$ cat config.mk
export PLATFORM = sky130hd
export DESIGN_NAME = conv_act_feeder
export DESIGN_NICKNAME = d
export VERILOG_FILES = /design/src/rtl/conv_act_feeder.sv
export SDC_FILE = /design/constraint.sdc
export NUM_CORES = 1
export LEC_CHECK = 0
export CAP_MARGIN = 20
export CELL_PAD_IN_SITES_DETAIL_PLACEMENT = 0
export CELL_PAD_IN_SITES_GLOBAL_PLACEMENT = 1
export CORE_AREA = 10 10 86 125
export DETAILED_ROUTE_END_ITERATION = 16
export DIE_AREA = 0 0 96 135
export PLACE_DENSITY_LB_ADDON = 0.1
export SLEW_MARGIN = 20
export SYNTH_ARGS = -nofsm -noshare
export SYNTH_HDL_FRONTEND = slang
export SYNTH_SLANG_ARGS = --single-unit
$ cat constraint.sdc
create_clock -name clk -period 2.7 [get_ports clk]
set_input_delay 0.54 -clock clk [delete_from_list [all_inputs] [get_ports clk]]
set_output_delay 0.54 -clock clk [all_outputs]
set_load 0.03 [all_outputs]
$ cat src/rtl/conv_act_feeder.sv
// conv_act_feeder: streams an n x n activation map from a 1-cycle-latency
// read port into the convolver in raster order, then appends DRAIN zero
// pixels so the MAC pipeline flushes. start/busy/done run control, with a
// same-cycle stall that holds ce and mem_rd low; a single skid entry catches
// the read that is already in flight when a stall begins.
module conv_act_feeder #(
  parameter logic [8:0] n     = 9'h00a,
  parameter int         N     = 16,
  parameter int         AW    = 16,
  parameter int         DRAIN = 2
) (
  input  logic          clk,
  input  logic          global_rst,
  input  logic          start,
  input  logic [AW-1:0] base_addr,
  input  logic          stall,
  output logic          mem_rd,
  output logic [AW-1:0] mem_addr,
  input  logic [N-1:0]  mem_data,
  output logic [N-1:0]  activation,
  output logic          ce,
  output logic          busy,
  output logic          done
);

  localparam int NPIX = int'(n) * int'(n);
  localparam int IW   = $clog2(NPIX + 1);
  localparam int DW   = (DRAIN > 0) ? $clog2(DRAIN + 1) : 1;

  localparam logic [IW-1:0] LAST_IDX  = IW'(NPIX - 1);
  localparam logic [DW-1:0] DRAIN_CNT = DW'(DRAIN);

  typedef enum logic [1:0] {
    S_IDLE,
    S_READ,
    S_DRAIN,
    S_FIN
  } state_t;

  state_t state;
  state_t state_next;

  // Run context
  logic [AW-1:0] base_q;
  logic [IW-1:0] rd_idx;
  logic [DW-1:0] drain_cnt;

  // Pipeline: read in flight, skid entry, output register
  logic          rd_vld;
  logic          skid_vld;
  logic [N-1:0]  skid_data;
  logic          out_vld;
  logic [N-1:0]  act_q;

  // Per-cycle decisions
  logic          accept;
  logic          issue;
  logic          inject;
  logic          consume;
  logic          out_free;
  logic          drain_done;

  // The output register is handed to the convolver whenever it holds a pixel
  // and the consumer is not stalling in this very cycle.
  assign consume  = out_vld && !stall;
  assign out_free = !out_vld || consume;

  // All real pixels are out of the read path and every zero pixel has been
  // queued; the output register is about to be empty.
  assign drain_done = (drain_cnt == DRAIN_CNT) && !skid_vld && !rd_vld && out_free;

  assign ce         = consume;
  assign mem_rd     = issue;
  assign mem_addr   = base_q + AW'(rd_idx);
  assign activation = act_q;

  // FSM state register
  always_ff @(posedge clk or posedge global_rst) begin
    if (global_rst) begin
      state <= S_IDLE;
    end else begin
      state <= state_next;
    end
  end

  // Next-state logic, read issue, zero injection and run-status outputs
  always_comb begin
    state_next = state;
    accept     = 1'b0;
    issue      = 1'b0;
    inject     = 1'b0;
    busy       = 1'b0;
    done       = 1'b0;
    case (state)
      S_IDLE: begin
        if (start) begin
          accept     = 1'b1;
          state_next = S_READ;
        end
      end
      S_READ: begin
        busy = 1'b1;
        // A read whose data could find both the skid and the output register
        // occupied is held back; in practice only a stall can cause that.
        issue = !stall && !(skid_vld && rd_vld);
        if (issue && (rd_idx == LAST_IDX)) begin
          state_next = S_DRAIN;
        end
      end
      S_DRAIN: begin
        busy = 1'b1;
        // Zeros enter only behind the last real pixel, one per free slot.
        inject = (drain_cnt != DRAIN_CNT) && !skid_vld && !rd_vld && out_free;
        if (drain_done) begin
          state_next = S_FIN;
        end
      end
      S_FIN: begin
        done       = 1'b1;
        state_next = S_IDLE;
      end
      default: begin
        state_next = S_IDLE;
      end
    endcase
  end

  // Run context: base address latch, read index and drain counter
  always_ff @(posedge clk or posedge global_rst) begin
    if (global_rst) begin
      base_q    <= '0;
      rd_idx    <= '0;
      drain_cnt <= '0;
    end else if (accept) begin
      base_q    <= base_addr;
      rd_idx    <= '0;
      drain_cnt <= '0;
    end else begin
      if (issue) begin
        rd_idx <= rd_idx + IW'(1);
      end
      if (inject) begin
        drain_cnt <= drain_cnt + DW'(1);
      end
    end
  end

  // Marks the cycle in which mem_data carries the previous cycle's read
  always_ff @(posedge clk or posedge global_rst) begin
    if (global_rst) begin
      rd_vld <= 1'b0;
    end else begin
      rd_vld <= issue;
    end
  end

  // Output register and skid: oldest item (skid, then returning data, then an
  // injected zero) fills the output slot; returning data that cannot get the
  // output slot parks in the skid.
  always_ff @(posedge clk or posedge global_rst) begin
    if (global_rst) begin
      out_vld   <= 1'b0;
      act_q     <= '0;
      skid_vld  <= 1'b0;
      skid_data <= '0;
    end else if (out_free) begin
      if (skid_vld) begin
        act_q   <= skid_data;
        out_vld <= 1'b1;
        if (rd_vld) begin
          skid_data <= mem_data;
        end else begin
          skid_vld <= 1'b0;
        end
      end else if (rd_vld) begin
        act_q   <= mem_data;
        out_vld <= 1'b1;
      end else if (inject) begin
        act_q   <= '0;
        out_vld <= 1'b1;
      end else begin
        out_vld <= 1'b0;
      end
    end else if (rd_vld) begin
      skid_data <= mem_data;
      skid_vld  <= 1'b1;
    end
  end

endmodule
## Yosys cells after proc, flatten, opt, wreduce, memory -nomap -nowiden

Cells that the tools add are included.

| operators by class | value |
|---|---|
| multiplexer cells | 27 |
| reductions and logical operators | 24 |
| add/subtract/negate cells | 3 |
| eq/ne operators | 10 |

Operators by type and width:

| cell | count |
|---|---|
| two-way mux 16 bit | 6 |
| adder 16 x 7 -> 16 bit | 1 |
| two-way mux 7 bit | 2 |
| two-way mux 1 bit | 13 |
| logical AND 1 bit | 10 |
| two-way mux 2 bit | 5 |
| != test 2 bit, second input constant | 5 |
| one-hot mux 2 bit (4 select lines) | 1 |
| adder 7 x 1 -> 7 bit, second input constant | 1 |
| equality test 7 bit, second input constant | 1 |
| equality test 2 bit, second input constant | 3 |
| nonzero test 2 bit | 3 |
| zero test 1 bit | 5 |
| AND reduction 3 bit | 1 |
| nonzero test 3 bit | 1 |
| adder 2 x 1 -> 2 bit, second input constant | 1 |
| equality test 2 x 1 -> 1 bit, second input constant | 1 |
| zero test 2 bit | 1 |
| AND reduction 2 bit | 1 |
| OR reduction 2 bit | 1 |
| logical OR 1 bit | 1 |

| storage, ports and cells | value |
|---|---|
| bits of input ports | 36 |
| register bits | 62 |
| output and inout port bits | 36 |
| word-level logic and storage cells | 73 |

## Longest topological paths before layout

Gate-level depths: netlist of the first run.

| depth | value |
|---|---|
| word-level depth | 8 |
| gate-level depth with buffers | 7 |
| mapped depth without buffers | 6 |

## Worst setup path after synthesis of the first run

No wires, ideal clock.

| timing | value |
|---|---|
| path type | register -> output |
| start point | register rd_idx[0] |
| end point | output port mem_addr[14] |
| path buffers | 0 |
| data required time | 2.160 ns |
| setup slack | 0.047 ns |
| arrival | 2.113 ns |
| stages on the path, launching flop included | 7 |
| path through | dfrtp_1 > ha_1 > fa_1 > a21oi_1 > o211a_1 > and4bb_2 > xor2_1 |

| between the ends | value |
|---|---|
| longest elaborated chain between the ends | 1 |

RTL lines:

| what | line | RTL |
|---|---|---|
| from (decl) | 45 | `logic [IW-1:0] rd_idx;` |
| from (signal assigned) | 140 | `rd_idx <= rd_idx + IW'(1);` |
| adder 16 x 7 -> 16 bit | 74 | `assign mem_addr = base_q + AW'(rd_idx);` |
| to (decl) | 18 | `output logic [AW-1:0] mem_addr,` |

Every way passes these cells.

## Worst setup path after layout of the first run

| timing | value |
|---|---|
| start point | register rd_idx[1] |
| end point | output port mem_addr[15] |

The elaborated chain is that of the path after synthesis.

==> reports/qor.txt, run 1 <==
==================================================================================================
Cts bufs inserted                                                                                9
WL/cell                                                                                    15.5 um
Nature of the critical path startpoint                                                        flop
FF-to-FF setup slack                                                                       0.74 ns
Sequential cell area fraction in the yosys report                                            49.1%
Final critical delay including setup and external delays                                   2.76 ns
Share of flip-flops with an asynchronous set or reset                                         100%
First-pass GRT wire length                                                                13000 um
Buffers & Inverters on Critical Path                                                             2
Layout Cell Area excl Fill                                                               4500 um^2
Via count of the first global-routing pass                                                    2689
Start point of the worst hold path                                                    skid_data[8]
Die Area                                                                                13000 um^2
Aggregate global-route resource usage                                                        12.8%
CP Max Fanout                                                                                    5
Netlist area before placement                                                            3160 um^2
Final core occ                                                                               53.5%
Share of post-route cells with drive strength above 1                                        22.1%
Status                                                                                complete, but fails checks
Fin. Hold Viols                                                                                  0
Static leakage power                                                                    0.00200 uW
Overall die height                                                                          135 um
Clock Latency Late Sink                                                                    0.33 ns
R2r worst-path depth                                                                             6
Area delta synth->final                                                                      42.6%
Cell repeated most along the worst path                                                      buf_4
Placed Area                                                                              4020 um^2
Total clock sinks                                                                               62
Cell type of the slowest stage on the worst timing path                                    dfrtp_2
Number of instances on the worst hold path                                                       1
Worst slew margin relative to its limit                                                      33.2%
Peak VDD IR                                                                             0.000572 V
Most instantiated flip-flop cell in the synthesis netlist                                  dfrtp_1
Unrepaired setup endpoints after global routing                                               true
Antenna violations before repair                                                                 0
Kind of capture point of the worst setup path                                           output pin
Beginning of the critical path                                                           rd_idx[1]
Max incr delay on CP                                                                       0.45 ns
Number of cells in the finished layout apart from fillers                                      514
Final Setup Violations                                                                           6
Syn Inst Count                                                                                 316
DRC viols                                                                                        0
CTS tree                                                                                     built
Critical path class                                                                   flop to output pin
Class of the most critical hold timing path                                           flop to flop
Number of diodes                                                                                 0
Final antenna-violating net count                                                                0
Max-cap violations                                                                               0
Maximum buffer depth of the clock tree                                                           2
Placer's final routability congestion estimate                                               0.752
Data required time at the worst endpoint                                                   2.16 ns
Mean instance size in the synthesized netlist                                            9.99 um^2
Starting Density                                                                             37.5%
Final Routed Wirelength                                                                    7950 um
Worst reg2reg path startpoint                                                            rd_idx[2]
Clock transition time at the flip-flop clock pins of the worst setup and hold paths        0.05 ns
Residual overflow from global routing                                                            0
End of the worst register-to-register path                                                state[1]
Synth warn                                                                                       0
Nets in the synthesized netlist                                                                367
Slew Limit Fails                                                                                 0
Number of enable-type register cells in the synthesized netlist                                  0
Power per standard cell area                                                          1360 nW/um^2
Vias after detailed routing                                                                   2531
Cell Chain, Critical Path                                                             ha_4, nand3_4, a2111oi_4, buf_4, o2111ai_2, xnor2_1, buf_4
Pre-CTS worst setup slack                                                                0.0699 ns
Count of TritonRoute iterations in the first routing pass                                        4
Width of the chip                                                                            96 um
CTS H-tree lvls                                                                                  3
1st-iter DRT viols                                                                              72
Via-to-Cell Ratio                                                                             4.92
Achievable Freq                                                                            362 MHz
DP HPWL                                                                                    5710 um
IO Pins                                                                                         72
Total instance count after detailed placement                                                  491
Violations in the final reports                                                       setup timing
Portion of the clock cycle consumed by the worst path in the final layout                     102%
Depth of the critical timing path with buffers and inverters included                            7
Final setup margin                                                                      -0.0640 ns
Number of placement rows                                                                        41
Cell family with most CP delay                                                        compound AO/OA/AOI/OAI gates
Transition at the pin with the smallest max-transition slack                               1.00 ns
Data arrival time of the worst path                                                        2.22 ns
Yosys reg bits                                                                                  62
Most frequent cells in the layout                                                     61 x nand2_1, 60 x dfrtp_1, 56 x clkdlybuf4s50_1, 34 x nor2_1, 29 x buf_4
Count of different cell masters after synthesis                                                 43
Largest net degree at the start of global routing                                               33
Layout net count                                                                               454
Hold-critical path endpoint                                                           skid_data[8]
Most common cell after layout, fill and taps aside                                         nand2_1
Core Box Area                                                                            8410 um^2
Root Buffer                                                                              clkbuf_16
Clock Skews                                                                             0.00649 ns
IO buf count                                                                                    71
==================================================================================================
synthesized netlist by cell type (3+ instances only):
cell type / count / area (um^2)
xor2_1: 11 / 96.3
xnor2_1: 8 / 70.1
mux2_2: 16 / 180
o21ai_0: 6 / 30.0
a22oi_1: 12 / 90.1
a21oi_1: 27 / 135
buf_2: 3 / 15.0
ha_1: 14 / 175
nand4_1: 3 / 18.8
nand3_1: 5 / 25.0
nor2_1: 34 / 128
nor2b_1: 5 / 31.3
and3_1: 3 / 18.8
clkbuf_1: 8 / 30.0
and2_1: 4 / 25.0
dfrtp_1: 62 / 1550
inv_1: 6 / 22.5
nand2_1: 62 / 233
power by group:
part | internal, uW | total, uW | switching [uW]
Sequential | 1400 | 1790 | 384
Clock | 608 | 1010 | 399
Combinational | 1520 | 3340 | 1820
Total | 3530 | 6130 | 2600
state kept, by name, indices dropped and copies added, names as in the netlist:
signal / cells
out_vld: 1
drain_cnt: 2
rd_vld: 1
state: 2
skid_vld: 1
activation: 16
skid_data: 16
rd_idx: 7
base_q: 16
final cells by class:
cell class                      instances  area (um^2)
Inverter                                6         22.5
Fill cell                             799         3910
Timing Repair Buffer                   89          847
Clock inverter                          5         27.5
Sequential cell                        62         1550
Multi-Input combinational cell        235         1690
Clock buffer                           10          229
Tap cell                              107          134
through the flow:
stage / TNS (ns) / hold slack (ns) / total power, uW
2_1_floorplan: 0 / 0.452 / 3710
3_3_place_gp: 0 / 0.467 / 4850
3_5_place_dp: 0 / 0.477 / 4890
4_1_cts: -0.349 / 0.492 / 6040
5_1_grt: -0.711 / 0.524 / 6570
6_report: -0.197 / 0.506 / 6130
routing by layer:
| layer | wire length [um] | GRT usage, % |
|---|---|---|
| met1 | 3190 | 13.5 |
| met2 | 4240 | 22.5 |
| met3 | 408 | 4.00 |
| met4 | 114 | 4.93 |
| met5 | 0 | 0 |
cells by family (layout without fill, tap and decap cells):
| logic type | after synthesis | count (layout) | share of synthesized area, % |
|---|---|---|---|
| mux | 18 | 18 | 6.50 |
| flops | 62 | 62 | 49.1 |
| xor+xnor | 19 | 19 | 5.27 |
| simple gates | 122 | 122 | 16.6 |
| buf+inv | 19 | 110 | 2.73 |
| compound gates | 60 | 60 | 13.2 |
| fa+ha+maj | 16 | 16 | 6.50 |
repair_timing:
| item | in CTS | in global routing |
|---|---|---|
| pin swaps | 4 | 7 |
| buffers inserted | 2 | 6 |
| setup endpoints to repair | 11 | 8 |
| hold buffers | 0 | 0 |
| endpoints found under the hold margin | 0 | 0 |
| resized for setup | 14 | 14 |
worst register-to-register path, delay by kind of cell (launching register included):
family	cells	cell delay, ns
AOI/OAI and AO/OA	1	0.36
muxes	1	0.30
and+or+nand+nor	2	0.49
DFF	1	0.41
buffers and inverters	2	0.29
worst max path at each step:
stage / end / slack, ns
after floorplan: mem_addr[14] / 0.05
after global placement: mem_addr[14] / 0.09
after detailed placement: mem_addr[14] / 0.07
after CTS: mem_addr[15] / -0.12
after global routing: mem_addr[15] / -0.16
final: mem_addr[15] / -0.06
(Power assumes the default switching activity.)
==> inputs of run 2 (changes only) <==
--- a/config.mk
+++ b/config.mk
@@ -8,9 +8,10 @@
 export CAP_MARGIN = 20
 export CELL_PAD_IN_SITES_DETAIL_PLACEMENT = 0
 export CELL_PAD_IN_SITES_GLOBAL_PLACEMENT = 1
-export CORE_AREA = 10 10 86 125
+export CORE_AREA = 10 10 78 113
 export DETAILED_ROUTE_END_ITERATION = 16
-export DIE_AREA = 0 0 96 135
+export DIE_AREA = 0 0 88 123
+export DONT_BUFFER_PORTS = 1
 export PLACE_DENSITY_LB_ADDON = 0.1
 export SLEW_MARGIN = 20
 export SYNTH_ARGS = -nofsm -noshare
==> run 2 against run 1 <==
  * The flow still finishes with violations (setup timing)
  * First-iteration DRC count shrank 5.6%
  * Sequential share of layout area grew 6.5 points
  * Hold slack lost 0.38 ns
  * Fmax shrank 0.97%
  * Final cell count shrank 17%
  * Sequential power grew 15%
  * Via count shrank 9.5%
  * Global-route usage grew 1.4 points
  * Die area shrank 16%
  * Combinational power shrank 22%
==> reports/qor.txt, run 2 (synthesis results as in run 1) <==
==================================================================================================
Internal power                                                                             2950 uW   -16%
Register area                                                                            1560 um^2   +0.24%
Aggregate global-route resource usage                                                        14.1%   +1.4 points
Starting Density                                                                             46.4%   +8.9 points
Power dissipated by switching net loads                                                    2510 uW   -3.7%
End of the worst register-to-register path                                            activation[3]
Number of cells in the finished layout apart from fillers                                      426   -17%
Portion of the clock cycle consumed by the worst path in the final layout                     103%   +1.0 points
Clock Skews                                                                             0.00773 ns   +0.00124 ns
Final antenna-violating net count                                                                0   unchanged
Most frequent cells in the layout                                                     61 x nand2_1, 57 x dfrtp_1, 33 x nor2_1, 28 x buf_4, 22 x a21oi_1
Via-to-Cell Ratio                                                                             5.38   +9.2%
Worst reg2reg path startpoint                                                             skid_vld
Share of post-route cells with drive strength above 1                                        26.7%   +4.6 points
Part of the power in combinational logic                                                     47.6%   -6.9 points
Residual overflow from global routing                                                            0   unchanged
Count of TritonRoute iterations in the first routing pass                                        4   unchanged
Total instance count after detailed placement                                                  400   -19%
Largest net degree at the start of global routing                                               38   +15%
Root Buffer                                                                               clkbuf_8
Transition at the pin with the smallest max-transition slack                               1.03 ns   +0.0265 ns
First-pass GRT wire length                                                                11900 um   -8.8%
Final core occ                                                                               55.9%   +2.3 points
Final setup margin                                                                      -0.0911 ns   -0.0270 ns
Cell Chain, Critical Path                                                             ha_4, fa_2, a21oi_4, o211a_4, and4bb_2, xor2_1, buf_4
Number of placement rows                                                                        37   -9.8%
IO Pins                                                                                         72   unchanged
Violations in the final reports                                                       setup timing
Sequential Power Share                                                                       37.7%   +8.6 points
Via count of the first global-routing pass                                                    2389   -11%
Switching Share                                                                              45.9%   +3.5 points
Slew Limit Fails                                                                                 0   unchanged
Most common cell after layout, fill and taps aside                                         nand2_1
Cts bufs inserted                                                                                9   unchanged
Achievable Freq                                                                            358 MHz   -0.97%
DRC viols                                                                                        0   unchanged
Unrepaired setup endpoints after global routing                                               true
Power per standard cell area                                                          1440 nW/um^2   +5.5%
Overall die height                                                                          123 um   -8.9%
Cell type of the slowest stage on the worst timing path                                    dfrtp_1
Final critical delay including setup and external delays                                   2.79 ns   +0.0270 ns
DP HPWL                                                                                    5220 um   -8.5%
Critical path class                                                                   flop to output pin
Data arrival time of the worst path                                                        2.25 ns   +0.03 ns
Clock transition time at the flip-flop clock pins of the worst setup and hold paths        0.07 ns   +0.02 ns
Worst slew margin relative to its limit                                                      31.4%   -1.8 points
Multi-input gate area                                                                    1700 um^2   +0.89%
Kind of capture point of the worst setup path                                           output pin
FF-to-FF setup slack                                                                       0.70 ns   -0.04 ns
Placer's final routability congestion estimate                                               0.777   +3.4%
Status                                                                                complete, but fails checks
Die Area                                                                                10800 um^2   -16%
Max incr delay on CP                                                                       0.41 ns   -0.04 ns
Pre-CTS worst setup slack                                                                0.0517 ns   -0.0182 ns
Clock Latency Late Sink                                                                    0.36 ns   +0.03 ns
Static leakage power                                                                    0.00173 uW   -14%
Total clock sinks                                                                               62   unchanged
Fin. Hold Viols                                                                                  0   unchanged
Max-cap violations                                                                               0   unchanged
CP Max Fanout                                                                                    3   -2
CTS tree                                                                                     built
Number of diodes                                                                                 0   unchanged
WL/cell                                                                                    17.6 um   +13%
Peak VDD IR                                                                             0.000799 V   +40%
Layout net count                                                                               394   -13%
Final Routed Wirelength                                                                    7480 um   -6.0%
1st-iter DRT viols                                                                              68   -5.6%
Class of the most critical hold timing path                                           input port to async pin
Maximum buffer depth of the clock tree                                                           2   unchanged
Final Setup Violations                                                                           6   unchanged
Data required time at the worst endpoint                                                   2.16 ns   about the same
Antenna violations before repair                                                                 0   unchanged
IO buf count                                                                                     0   -100%
Vias after detailed routing                                                                   2291   -9.5%
Area delta synth->final                                                                      20.4%
CTS H-tree lvls                                                                                  3   unchanged
Width of the chip                                                                            88 um   -8.3%
Nature of the critical path startpoint                                                        flop
Number of inserted filler cells in the final layout                                            602   -25%
Core Box Area                                                                            6810 um^2   -19%
R2r worst-path depth                                                                             3   -3
Clock power share                                                                            14.7%   -1.7 points
==================================================================================================
==> run 2: critical path, delay by kind of cell, from the launching register on <==
kind	cells	cell delay [ns]
fa+ha+maj	2	0.57
flops	1	0.41
compound gates	2	0.38
buf+inv	1	0.17
simple gates	1	0.23
xor+xnor	1	0.13
==> run 2: area by class of cell <==
| class | count | share of cell area [%] |
|---|---|---|
| Timing Repair Buffer | 29 | 6.06 |
| Tap cell | 78 | 2.57 |
| Clock inverter | 6 | 1.65 |
| Inverter | 6 | 0.592 |
| Multi-Input combinational cell | 235 | 44.8 |
| Sequential cell | 62 | 41.0 |
| Clock buffer | 10 | 3.36 |
==> run 2: routing by layer <==
layer	GRT usage [%]	up-vias	part of all wire [%]
met5	0	-	0
met4	7.20	0	2.0
met3	4.54	12	6.8
met2	24.5	57	53
met1	14.8	1096	39
li1	-	1126	-
==> run 2: repair_timing <==
action                                  in CTS  in global routing
endpoints found under the setup margin      10                 10
pin swaps                                    9                 12
resized for setup                           22                 11
gates cloned                                 0                  0
hold buffers                                 0                  0
setup buffers                                5                  5
==> run 2: how the worst max path moves through the flow <==
stage,startpoint,to,cells past startpoint
floorplan,rd_idx[0],mem_addr[14],6
global placement,base_q[0],mem_addr[14],7
detailed placement,base_q[0],mem_addr[14],7
CTS,base_q[0],mem_addr[14],7
global route,base_q[0],mem_addr[14],7
finish,base_q[0],mem_addr[14],7
==> run 2: metrics by stage <==
step	instance area, um^2	setup TNS (ns)	total power (uW)	hold WS [ns]
floorplan	3160	0	3710	0.452
global placement	3350	0	4260	0.471
detailed placement	3350	0	4310	0.476
CTS	3700	-0.225	5350	0.146
global route	3800	-0.899	5850	0.167
finish	3800	-0.305	5460	0.130
==> run 2: power groups by stage <==
stage               combinational, uW  sequential [uW]  clock, uW
finish                           2600             2060        802
global route                     2870             2130        858
CTS                              2480             2050        820
detailed placement               2270             2040          0
global placement                 2240             2020          0
floorplan                        1790             1910          0
==> inputs of run 3 (changes only) <==
--- a/config.mk
+++ b/config.mk
@@ -8,9 +8,10 @@
 export CAP_MARGIN = 20
 export CELL_PAD_IN_SITES_DETAIL_PLACEMENT = 0
 export CELL_PAD_IN_SITES_GLOBAL_PLACEMENT = 1
-export CORE_AREA = 10 10 78 113
+export CORE_AREA = 10 10 81 118
+export CTS_CLUSTER_SIZE = 30
 export DETAILED_ROUTE_END_ITERATION = 16
-export DIE_AREA = 0 0 88 123
+export DIE_AREA = 0 0 91 128
 export DONT_BUFFER_PORTS = 1
 export PLACE_DENSITY_LB_ADDON = 0.1
 export SLEW_MARGIN = 20
==> run 3 against run 2 <==
  * The run still ends with setup timing left
  * Global-route usage decreased by 0.17 points
  * Combinational power is essentially flat
  * Count of clock-buffer cells in the layout rose by 1
  * Via count down 1.0%
  * Clock power rose by 38%
  * Design area up 3.5%
  * Routed wire length is 2.2% higher
==> reports/qor.txt, run 3 (synthesis results as in run 1) <==
==================================================================================================
Hold buffers post-CTS                                                                            0   unchanged
Placed Area                                                                              3400 um^2   +1.6%
Max-cap violations                                                                               0   unchanged
Clock power share                                                                            19.4%   +4.7 points
Residual overflow from global routing                                                            0   unchanged
Number of placement rows                                                                        39   +5.4%
Layout net count                                                                               395   +0.25%
Clock transition time at the flip-flop clock pins of the worst setup and hold paths        0.05 ns   -0.02 ns
Aggregate global-route resource usage                                                        14.0%   -0.17 points
Total power consumption of the routed design                                               5740 uW   +5.2%
Placer's final routability congestion estimate                                               0.773   -0.58%
WL/cell                                                                                    17.0 um   -3.3%
Part of the power in combinational logic                                                     44.9%   -2.7 points
Class of the most critical hold timing path                                           input port to async pin
Kind of capture point of the worst setup path                                           output pin
CP Max Fanout                                                                                    3   unchanged
Starting Density                                                                             42.0%   -4.4 points
Vias after detailed routing                                                                   2267   -1.0%
Internal power                                                                             3230 uW   +9.2%
Worst slew margin relative to its limit                                                      30.0%   -1.4 points
Via-to-Cell Ratio                                                                             5.04   -6.3%
Accumulated negative setup slack                                                         -0.165 ns   +0.140 ns
First-pass GRT wire length                                                                12900 um   +8.5%
Share of post-route cells with drive strength above 1                                        26.1%   -0.57 points
Final antenna-violating net count                                                                0   unchanged
Fin. Hold Viols                                                                                  0   unchanged
Largest net degree at the start of global routing                                               41   +7.9%
Slew Limit Fails                                                                                 0   unchanged
Pre-CTS worst setup slack                                                                0.0732 ns   +0.0215 ns
Violations in the final reports                                                       setup timing
Overall die height                                                                          128 um   +4.1%
Count of TritonRoute iterations in the first routing pass                                        4   unchanged
IO Pins                                                                                         72   unchanged
Power dissipated by switching net loads                                                    2520 uW   +0.48%
Status                                                                                complete, but fails checks
Area delta synth->final                                                                      24.5%
Final core occ                                                                               52.3%   -3.5 points
Clock Latency Late Sink                                                                    0.33 ns   -0.03 ns
Peak VDD IR                                                                             0.000649 V   -19%
DRC viols                                                                                        0   unchanged
Total clock sinks                                                                               62   unchanged
Achievable Freq                                                                            362 MHz   +1.1%
Width of the chip                                                                            91 um   +3.4%
Final critical delay including setup and external delays                                   2.76 ns   -0.0290 ns
Number of diodes                                                                                 0   unchanged
Unrepaired setup endpoints after global routing                                               true
Layout Cell Area excl Fill                                                               3930 um^2   +3.5%
Root Buffer                                                                              clkbuf_16
Most frequent cells in the layout                                                     61 x nand2_1, 60 x dfrtp_1, 33 x nor2_1, 27 x buf_4, 23 x a21oi_1
Core Box Area                                                                            7510 um^2   +10%
Sequential Power Share                                                                       35.7%   -2.0 points
DP HPWL                                                                                    5310 um   +1.7%
Transition at the pin with the smallest max-transition slack                               1.05 ns   +0.0208 ns
Cts bufs inserted                                                                                9   unchanged
Power per standard cell area                                                          1460 nW/um^2   +1.7%
Data required time at the worst endpoint                                                   2.16 ns   about the same
Final Routed Wirelength                                                                    7640 um   +2.2%
Die Area                                                                                11600 um^2   +7.6%
Antenna violations before repair                                                                 0   unchanged
CTS tree                                                                                     built
Maximum buffer depth of the clock tree                                                           2   unchanged
Switching Share                                                                              43.8%   -2.1 points
Most common cell after layout, fill and taps aside                                         nand2_1
Clock Skews                                                                             0.00364 ns   -0.00410 ns
Via count of the first global-routing pass                                                    2549   +6.7%
CTS H-tree lvls                                                                                  3   unchanged
Critical path class                                                                   flop to output pin
Static leakage power                                                                    0.00178 uW   +2.9%
Number of inserted filler cells in the final layout                                            706   +17%
Data arrival time of the worst path                                                        2.22 ns   -0.03 ns
Final Setup Violations                                                                           6   unchanged
IO buf count                                                                                     0   unchanged
Final setup margin                                                                      -0.0621 ns   +0.0290 ns
1st-iter DRT viols                                                                              63   -7.4%
Portion of the clock cycle consumed by the worst path in the final layout                     102%   -1.1 points
Nature of the critical path startpoint                                                        flop
==================================================================================================
run 3: cell count changes in the layout (fill, tap and decap cells not counted), sizes merged:
| cell | delta |
|---|---|
| buf | +1 |
| clkbuf | +1 |
| clkinvlp | -2 |
run 3: critical path, stage by stage (launching register included):
cell and delay [ns]:
dfrtp_1 0.39, ha_2 0.21, fa_2 0.37, a21oi_4 0.17
o211a_1 0.21, and4bb_2 0.24, xor2_1 0.13, buf_4 0.18
run 3: layer usage:
layer | GRT usage, % | vias to the layer above | routed length, um
li1 | - | 1131 | -
met1 | 13.9 | 1069 | 2840
met2 | 25.2 | 60 | 4120
met3 | 5.22 | 7 | 557
met4 | 6.29 | 0 | 118
met5 | 0 | - | 0
run 3: through the flow:
step | cells | hold WS [ns]
finish | 450 | 0.144
global route | 450 | 0.167
CTS | 448 | 0.155
detailed placement | 427 | 0.471
global placement | 427 | 0.474
floorplan | 316 | 0.452
run 3: what timing repair did:
action	in CTS	in global routing
endpoints found under the setup margin	10	10
pin swaps	8	10
gates resized for setup	23	11
setup buffers	6	2
run 3: final timing paths:
check	startpoint	end	slack, ns	cells past startpoint
setup / recovery	base_q[0]	mem_addr[14]	-0.06	7
hold / removal	global_rst	skid_data[7]	0.14	1
setup reg to reg	skid_vld	activation[13]	0.75	3
hold reg to reg	base_q[15]	base_q[15]	0.50	2
max in group asynchronous	global_rst	drain_cnt[0]	1.95	2
min in group clk	base_addr[9]	base_q[9]	0.32	2
run 3: area by class of cell:
class,count,area [um^2],share of cell area (%)
multi-input combinational,235,1690,43.0
sequential,62,1550,39.5
tap,102,128,3.25
clock buffer,11,243,6.17
inverter,6,22.5,0.573
clock inverter,4,47.5,1.21
timing repair buffer,30,245,6.24
run 3: power groups by stage:
stage                     Combinational (uW)  Clock (uW)  Sequential [uW]
after floorplan                         1790           0             1910
after global placement                  2300           0             2010
after detailed placement                2330           0             2020
after CTS                               2540        1150             2040
after global routing                    2870        1190             2120
final                                   2580        1110             2050
